File: config.mk
export PLATFORM = sky130hd
export DESIGN_NAME = mem_stage_flat
export DESIGN_NICKNAME = d
export VERILOG_FILES = /design/src/rtl/mem_stage_if.sv /design/src/rtl/mem_stage.sv /design/src/flat_wrapper.sv
export SDC_FILE = /design/constraint.sdc
export NUM_CORES = 1
export LEC_CHECK = 0
export CAP_MARGIN = 20
export CORE_AREA = 3 3 185 187
export CTS_CLUSTER_DIAMETER = 80
export DETAILED_ROUTE_END_ITERATION = 12
export DIE_AREA = 0 0 188 190
export PLACE_DENSITY = 0.59
export SETUP_SLACK_MARGIN = 0.4
export SYNTH_ARGS = -nofsm -noshare
export SYNTH_HDL_FRONTEND = slang
export SYNTH_SLANG_ARGS = --single-unit
File: constraint.sdc
create_clock -name clk -period 2.1 [get_ports clk]
set_clock_uncertainty 0.05 [all_clocks]
set_input_delay 0.21 -clock clk [delete_from_list [all_inputs] [get_ports clk]]
set_output_delay 0.21 -clock clk [all_outputs]
set_load 0.01 [all_outputs]
File: src/rtl/mem_stage_if.sv
// mem_stage_if: groups the execute->memory handshake, the memory-side
// inputs (SRAM read data, mul/div results, flushes) and the memory->
// writeback / decode / execute outputs of the memory-access stage.
// The slave modport is the stage itself; the master modport is whoever
// surrounds it (pipeline neighbours or a testbench).
interface mem_stage_if;
  logic         ws_allowin;
  logic         ms_allowin;
  logic         es_to_ms_valid;
  logic [135:0] es_to_ms_bus;
  logic [31:0]  data_sram_rdata;
  logic [63:0]  mul_result;
  logic [31:0]  div_quotient;
  logic [31:0]  div_remainder;
  logic         excp_flush;
  logic         ertn_flush;
  logic         ms_to_ws_valid;
  logic [127:0] ms_to_ws_bus;
  logic [38:0]  ms_to_ds_forward_bus;
  logic         ms_to_ds_valid;
  logic         ms_to_es_excp;

  modport master (
    output ws_allowin, es_to_ms_valid, es_to_ms_bus, data_sram_rdata,
           mul_result, div_quotient, div_remainder, excp_flush, ertn_flush,
    input  ms_allowin, ms_to_ws_valid, ms_to_ws_bus, ms_to_ds_forward_bus,
           ms_to_ds_valid, ms_to_es_excp
  );

  modport slave (
    input  ws_allowin, es_to_ms_valid, es_to_ms_bus, data_sram_rdata,
           mul_result, div_quotient, div_remainder, excp_flush, ertn_flush,
    output ms_allowin, ms_to_ws_valid, ms_to_ws_bus, ms_to_ds_forward_bus,
           ms_to_ds_valid, ms_to_es_excp
  );
endinterface

File: src/rtl/mem_stage.sv
// mem_stage: memory-access stage of the five-stage pipeline. Registers the
// execute->memory bus, aligns/extends load data from the synchronous data
// SRAM, selects mul/div results and drives the writeback, forwarding and
// exception-hint buses.
// Optional feature macro: MS_RDATA_HOLD_EN -- when defined, the SRAM read
// data seen in the first resident cycle is captured so that a stalled load
// keeps returning it even if execute re-reads the SRAM. Without it the
// SRAM data feeds alignment directly (only safe when ws_allowin is tied 1).
module mem_stage (
  input  logic       clk,
  input  logic       resetn,
  mem_stage_if.slave ms_if
);

  logic         ms_valid;
  logic [135:0] bus_r;
  logic         ms_ready_go;
  logic         flush;

  // Decoded fields of the registered execute->memory bus
  logic         mem_sign_exted;
  logic [8:0]   excp_num;
  logic         csr_we;
  logic [13:0]  csr_idx;
  logic [31:0]  csr_result;
  logic         ertn;
  logic         excp;
  logic [1:0]   mem_size;
  logic [3:0]   mul_div_op;
  logic         load_op;
  logic         gr_we;
  logic [4:0]   dest;
  logic [31:0]  result;
  logic [31:0]  pc;
  logic [1:0]   off;

  logic [31:0]  load_rdata;
  logic [7:0]   ld_byte;
  logic [15:0]  ld_half;
  logic [31:0]  load_data;
  logic [31:0]  final_result;
  logic         forward_enable;

  assign mem_sign_exted = bus_r[135];
  assign excp_num       = bus_r[134:126];
  assign csr_we         = bus_r[125];
  assign csr_idx        = bus_r[124:111];
  assign csr_result     = bus_r[110:79];
  assign ertn           = bus_r[78];
  assign excp           = bus_r[77];
  assign mem_size       = bus_r[76:75];
  assign mul_div_op     = bus_r[74:71];
  assign load_op        = bus_r[70];
  assign gr_we          = bus_r[69];
  assign dest           = bus_r[68:64];
  assign result         = bus_r[63:32];
  assign pc             = bus_r[31:0];
  assign off            = result[1:0];

  // Everything completes in one cycle here, so the stage is never the stall source
  assign ms_ready_go    = 1'b1;
  assign flush          = ms_if.excp_flush | ms_if.ertn_flush;
  assign ms_if.ms_allowin     = !ms_valid | (ms_ready_go & ms_if.ws_allowin);
  assign ms_if.ms_to_ws_valid = ms_valid & ms_ready_go;
  assign ms_if.ms_to_ds_valid = ms_valid;
  assign ms_if.ms_to_es_excp  = ms_valid & (excp | ertn);

  // Pipeline register: a flush empties the stage and leaves bus_r untouched
  always_ff @(posedge clk or negedge resetn) begin
    if (!resetn) begin
      ms_valid <= 1'b0;
      bus_r    <= '0;
    end else if (flush) begin
      ms_valid <= 1'b0;
    end else if (ms_if.ms_allowin) begin
      ms_valid <= ms_if.es_to_ms_valid;
      bus_r    <= ms_if.es_to_ms_bus;
    end
  end

`ifdef MS_RDATA_HOLD_EN
  logic [31:0] rdata_q;
  logic        hold_vld;

  // Capture the SRAM data on the first resident cycle that does not hand off
  always_ff @(posedge clk or negedge resetn) begin
    if (!resetn) begin
      rdata_q  <= '0;
      hold_vld <= 1'b0;
    end else if (flush || ms_if.ms_allowin) begin
      hold_vld <= 1'b0;
    end else if (!hold_vld) begin
      rdata_q  <= ms_if.data_sram_rdata;
      hold_vld <= 1'b1;
    end
  end

  assign load_rdata = hold_vld ? rdata_q : ms_if.data_sram_rdata;
`else
  assign load_rdata = ms_if.data_sram_rdata;
`endif

  // Load alignment and sign/zero extension; misaligned halfwords read as 0
  always_comb begin
    ld_byte   = load_rdata[{off, 3'b000} +: 8];
    ld_half   = off[1] ? load_rdata[31:16] : load_rdata[15:0];
    load_data = load_rdata;
    if (mem_size[0]) begin
      load_data = {{24{mem_sign_exted & ld_byte[7]}}, ld_byte};
    end else if (mem_size[1]) begin
      if (off[0]) begin
        load_data = 32'h0;
      end else begin
        load_data = {{16{mem_sign_exted & ld_half[15]}}, ld_half};
      end
    end
  end

  // Result select: mul/div units win, otherwise load data or the ALU result
  always_comb begin
    case (mul_div_op)
      4'b0001: final_result = ms_if.mul_result[31:0];
      4'b0010: final_result = ms_if.mul_result[63:32];
      4'b0100: final_result = ms_if.div_quotient;
      4'b1000: final_result = ms_if.div_remainder;
      default: final_result = load_op ? load_data : result;
    endcase
  end

  assign forward_enable = ms_valid & gr_we & (dest != 5'd0);

  assign ms_if.ms_to_ws_bus = {excp_num, csr_we, csr_idx, csr_result,
                               ertn, excp, gr_we, dest, final_result, pc};

  // Forwarded value is masked when nothing is forwarded so decode sees zeros
  assign ms_if.ms_to_ds_forward_bus = {1'b0, forward_enable, dest,
                                       forward_enable ? final_result : 32'h0};

endmodule

File: src/flat_wrapper.sv
// flat-port wrapper written by rule: the top's interface ports become plain ports
module mem_stage_flat 
  (clk, resetn, ms_if_ws_allowin, ms_if_es_to_ms_valid, ms_if_es_to_ms_bus, ms_if_data_sram_rdata, ms_if_mul_result, ms_if_div_quotient, ms_if_div_remainder, ms_if_excp_flush, ms_if_ertn_flush, ms_if_ms_allowin, ms_if_ms_to_ws_valid, ms_if_ms_to_ws_bus, ms_if_ms_to_ds_forward_bus, ms_if_ms_to_ds_valid, ms_if_ms_to_es_excp);
  mem_stage_if ms_if_i ();
  input  logic clk;
  input  logic resetn;
  input wire logic [$bits(ms_if_i.ws_allowin)-1:0] ms_if_ws_allowin;
  input wire logic [$bits(ms_if_i.es_to_ms_valid)-1:0] ms_if_es_to_ms_valid;
  input wire logic [$bits(ms_if_i.es_to_ms_bus)-1:0] ms_if_es_to_ms_bus;
  input wire logic [$bits(ms_if_i.data_sram_rdata)-1:0] ms_if_data_sram_rdata;
  input wire logic [$bits(ms_if_i.mul_result)-1:0] ms_if_mul_result;
  input wire logic [$bits(ms_if_i.div_quotient)-1:0] ms_if_div_quotient;
  input wire logic [$bits(ms_if_i.div_remainder)-1:0] ms_if_div_remainder;
  input wire logic [$bits(ms_if_i.excp_flush)-1:0] ms_if_excp_flush;
  input wire logic [$bits(ms_if_i.ertn_flush)-1:0] ms_if_ertn_flush;
  output wire logic [$bits(ms_if_i.ms_allowin)-1:0] ms_if_ms_allowin;
  output wire logic [$bits(ms_if_i.ms_to_ws_valid)-1:0] ms_if_ms_to_ws_valid;
  output wire logic [$bits(ms_if_i.ms_to_ws_bus)-1:0] ms_if_ms_to_ws_bus;
  output wire logic [$bits(ms_if_i.ms_to_ds_forward_bus)-1:0] ms_if_ms_to_ds_forward_bus;
  output wire logic [$bits(ms_if_i.ms_to_ds_valid)-1:0] ms_if_ms_to_ds_valid;
  output wire logic [$bits(ms_if_i.ms_to_es_excp)-1:0] ms_if_ms_to_es_excp;
  assign ms_if_i.ws_allowin = ms_if_ws_allowin;
  assign ms_if_i.es_to_ms_valid = ms_if_es_to_ms_valid;
  assign ms_if_i.es_to_ms_bus = ms_if_es_to_ms_bus;
  assign ms_if_i.data_sram_rdata = ms_if_data_sram_rdata;
  assign ms_if_i.mul_result = ms_if_mul_result;
  assign ms_if_i.div_quotient = ms_if_div_quotient;
  assign ms_if_i.div_remainder = ms_if_div_remainder;
  assign ms_if_i.excp_flush = ms_if_excp_flush;
  assign ms_if_i.ertn_flush = ms_if_ertn_flush;
  assign ms_if_ms_allowin = ms_if_i.ms_allowin;
  assign ms_if_ms_to_ws_valid = ms_if_i.ms_to_ws_valid;
  assign ms_if_ms_to_ws_bus = ms_if_i.ms_to_ws_bus;
  assign ms_if_ms_to_ds_forward_bus = ms_if_i.ms_to_ds_forward_bus;
  assign ms_if_ms_to_ds_valid = ms_if_i.ms_to_ds_valid;
  assign ms_if_ms_to_es_excp = ms_if_i.ms_to_es_excp;
  mem_stage u_core (.clk(clk), .resetn(resetn), .ms_if(ms_if_i));
endmodule
==> impl_metrics.csv <==
group,metric,value,unit
outcome,status,"complete, but fails checks",
outcome,violations,"negative setup slack",
floorplanning,die_h,190,um
pwr,pwr-share-comb,48.1,%
timing,maxSlewViolCount,0,
clock_network,root_buffer,"clkbuf_16",
critical_path,critPathArrivalTime,2400,ps
floorplanning,coreArea,32600,sq um
drt,vias,8538,
drt,remaining_drc_errors,0,
synth,synth_edf_count,0,
synth,ys_top_cells_by_area,"dfrtp_1, mux2_2, buf_4",
synth,synth_seq_cells,137,
global_route,gr-total-overflow,0,
synth,synth_top_family_by_area,"multiplexers",
synth,async_reset_ff_share,100,%
cells_and_area,fin_nets,1604,
critical_path,start_kind,"register",
pwr,p_seq_share,26.8,%
clock_network,cts_buffers,17,
drt,wl_met1,14100,um
synth,synth-main-ff-cell,"dfrtp_1",
timing,finalCritPeriodShare,127,%
critical_path,endpoint_kind,"primary output",
timing,rsz0062_at_grt,"true",
synth,ys_warn_count,0,
global_route,track_usage,20.7,%
critical_path,crit_type,"reg2out",
critical_path,ff2ff_path_depth,5,
drt,wl_met2,19400,um
timing,worstMarginPinSlew,502,ps
cells_and_area,drive_above_1_share,42.6,%
synth,synth_adder_area_share,0,%
global_route,antenna_found_initial,6,
timing,hold_violations,0,
clock_network,htree_levels,4,
synth,synthXorXnorAreaFrac,0.102,%
pwr,switching_power,0.00407,W
floorplanning,initial_utilization,26.3,%
synth,synth_compound_area_share,16.1,%
timing,holdWs,201,ps
timing,fin_ws,-559,ps
pwr,netSwitchingFraction,32.5,%
pwr,ir_worst_vdd,0.000509,V
placement,io_buffer_count,471,
worst_hold_path,hold_class,"in2async",
critical_path,critPathRequiredTime,1840,ps
placement,gp_congestion,0.911,
cells_and_area,fillers,2996,
synth,synth_top_area_share,39.9,%
floorplanning,fp-row-count,66,
synth,seq_area_frac_synth,39.9,%
synth,synth-simple-area-share,11.4,%
synth,synth_mux_area_share,19.6,%
critical_path,cp_max_fo,7,
pwr,pwr-share-clk,25.1,%
clock_network,clock_latency,410,ps
timing,setup_viol,65,
job,max_cap_viol_count,0,
synth,syn-num-nets,1097,
floorplanning,die_w,188,um
pwr,p_leak,6.57,nW
drt,routed-wl-met3,3440,um
synth,avgSynthCellArea,10.8,sq um
global_route,grt_pass1_vias,9116,
synth,synth_cells,795,
placement,dp_hpwl,29600,um
drt,drtIter0Drc,389,
cells_and_area,final_cells,1758,
synth,syn_area,8590,sq um
clock_network,cts_tree,"done",
pwr,power_density,776,nW/um^2
clock_network,cts_buffer_depth,2,
drt,highest_layer,"met5",
global_route,grt_max_degree,57,
cells_and_area,area_growth,87.8,%
pwr,power.internal,0.00845,W
global_route,grt_pass1_wl,56000,um
drt,postRouteWirelength,38600,um
floorplanning,pin_count,473,
drt,detail-route-antenna-nets,0,
timing,fmax,376,MHz
timing,period_needed,2660,ps
synth,synth_top_area_cell,"dfrtp_1",
synth,yosysUniqueCellTypes,51,
drt,wl_per_cell,21.9,um
timing,slew_headroom,66.5,%
placement,dp.cells,1661,
drt,first_pass_iters,8,
clock_network,cts.sink_count,137,
clock_network,clk_pin_slew,70,ps
floorplanning,die_area,35700,sq um
drt,via_per_inst,4.86,
## placed cells by master (no fill, tap or decap), drive strengths merged, types with 17 or more instances in the layout
cell type,synthesis,routed
a21oi,59,59
a222oi,24,24
a22o,31,31
and2,17,17
buf,137,245
clkbuf,30,24
clkdlybuf4s50,0,392
dfrtp,137,137
mux2,136,136
nand2,26,26
nand2b,17,17
nand3b,18,18
o311ai,23,23
or2,18,18
## cells in the mapped netlist (11+ instances only)
library cell / number
o311ai_0: 11
a21oi_1: 59
mux2i_1: 15
a22o_1: 31
and2_1: 17
dfrtp_1: 137
a222oi_1: 24
buf_4: 105
nand2_1: 26
mux2_2: 136
nand3b_1: 18
buf_2: 26
o311ai_1: 12
or2_2: 18
clkbuf_1: 30
nand2b_1: 17
## state kept, by name (all words and copies together), names as in the netlist
signal / count
u_core.ms_if.ms_to_ds_valid: 1
u_core.bus_r: 136
## through the flow
stage | power, W | instance area [sq um] | TNS [ps] | util [%] | setup WS, ps
floorplan | 0.00585 | 8740 | 0 | - | 213
global placement | 0.00832 | 14000 | -36320 | 43.1 | -757
detailed placement | 0.00837 | 14000 | -37740 | 43.1 | -778
CTS | 0.0124 | 15800 | -29770 | 48.4 | -551
global route | 0.0132 | 16100 | -34110 | 49.5 | -613
finish | 0.0125 | 16100 | -28380 | 49.5 | -559
## worst paths after layout
path                                                         start                                 endpoint  slack, ps
hold reg to reg                       u_core.bus_r[97]$_DFFE_PN0P_             u_core.bus_r[97]$_DFFE_PN0P_        450
max in group asynchronous                                   resetn             u_core.bus_r[65]$_DFFE_PN0P_       1110
min in group clk                              ms_if_es_to_ms_valid  u_core.ms_if.ms_to_ds_valid$_DFFE_PN0P_        290
setup reg to reg           u_core.ms_if.ms_to_ds_valid$_DFFE_PN0P_             u_core.bus_r[32]$_DFFE_PN0P_        520
setup / recovery                      u_core.bus_r[33]$_DFFE_PN0P_                   ms_if_ms_to_ws_bus[38]       -560
hold / removal                                              resetn            u_core.bus_r[112]$_DFFE_PN0P_        200
## power by group through the flow
stage | Clock [W] | Combinational, W | Sequential [W]
after detailed placement | 0 | 0.00498 | 0.00338
after global routing | 0.00339 | 0.00636 | 0.00341
after CTS | 0.00326 | 0.00579 | 0.00335
after global placement | 0 | 0.00495 | 0.00337
after floorplan | 0 | 0.00256 | 0.00328
final | 0.00315 | 0.00602 | 0.00336
## logic make-up after synthesis
| group | count (synthesis) |
|---|---|
| compound gates | 182 |
| xor+xnor | 1 |
| buf+inv | 171 |
| flops | 137 |
| mux | 151 |
| other cells | 1 |
| simple gates | 152 |
## layout make-up
class	instances	area, sq um	share of cell area, %
inverters	4	22.5	0.140
repair buffers	655	6480	40.2
diodes	1	2.50	0.0155
flip-flops and latches	137	3440	21.3
well taps	442	553	3.43
clock inverters	10	143	0.884
clock buffers	22	474	2.94
multi-input cells	487	5020	31.1
## critical path, stage by stage, from the launching register on
cell,delay [ps]
dfrtp_2,460
buf_4,150
buf_4,140
bufbuf_16,270
mux2i_1,120
a22oi_2,200
o311ai_2,170
buf_4,190
a21oi_1,130
buf_2,150
## per-layer routing
metal  global-route usage [%]  vias up
met5                        0        -
met4                     8.17       10
met3                     7.48       73
met2                     37.4      410
met1                     22.1     4161
li1                         -     3884
## timing repair
item,in CTS,in global routing
resized for setup,418,56
buffers inserted,42,11
cloned,9,1
endpoints found under the setup margin,76,69
hold buffers,1,0
pin swaps,87,53
endpoints found under the hold margin,35,0
Note: power is estimated with default switching activity, not from simulation.
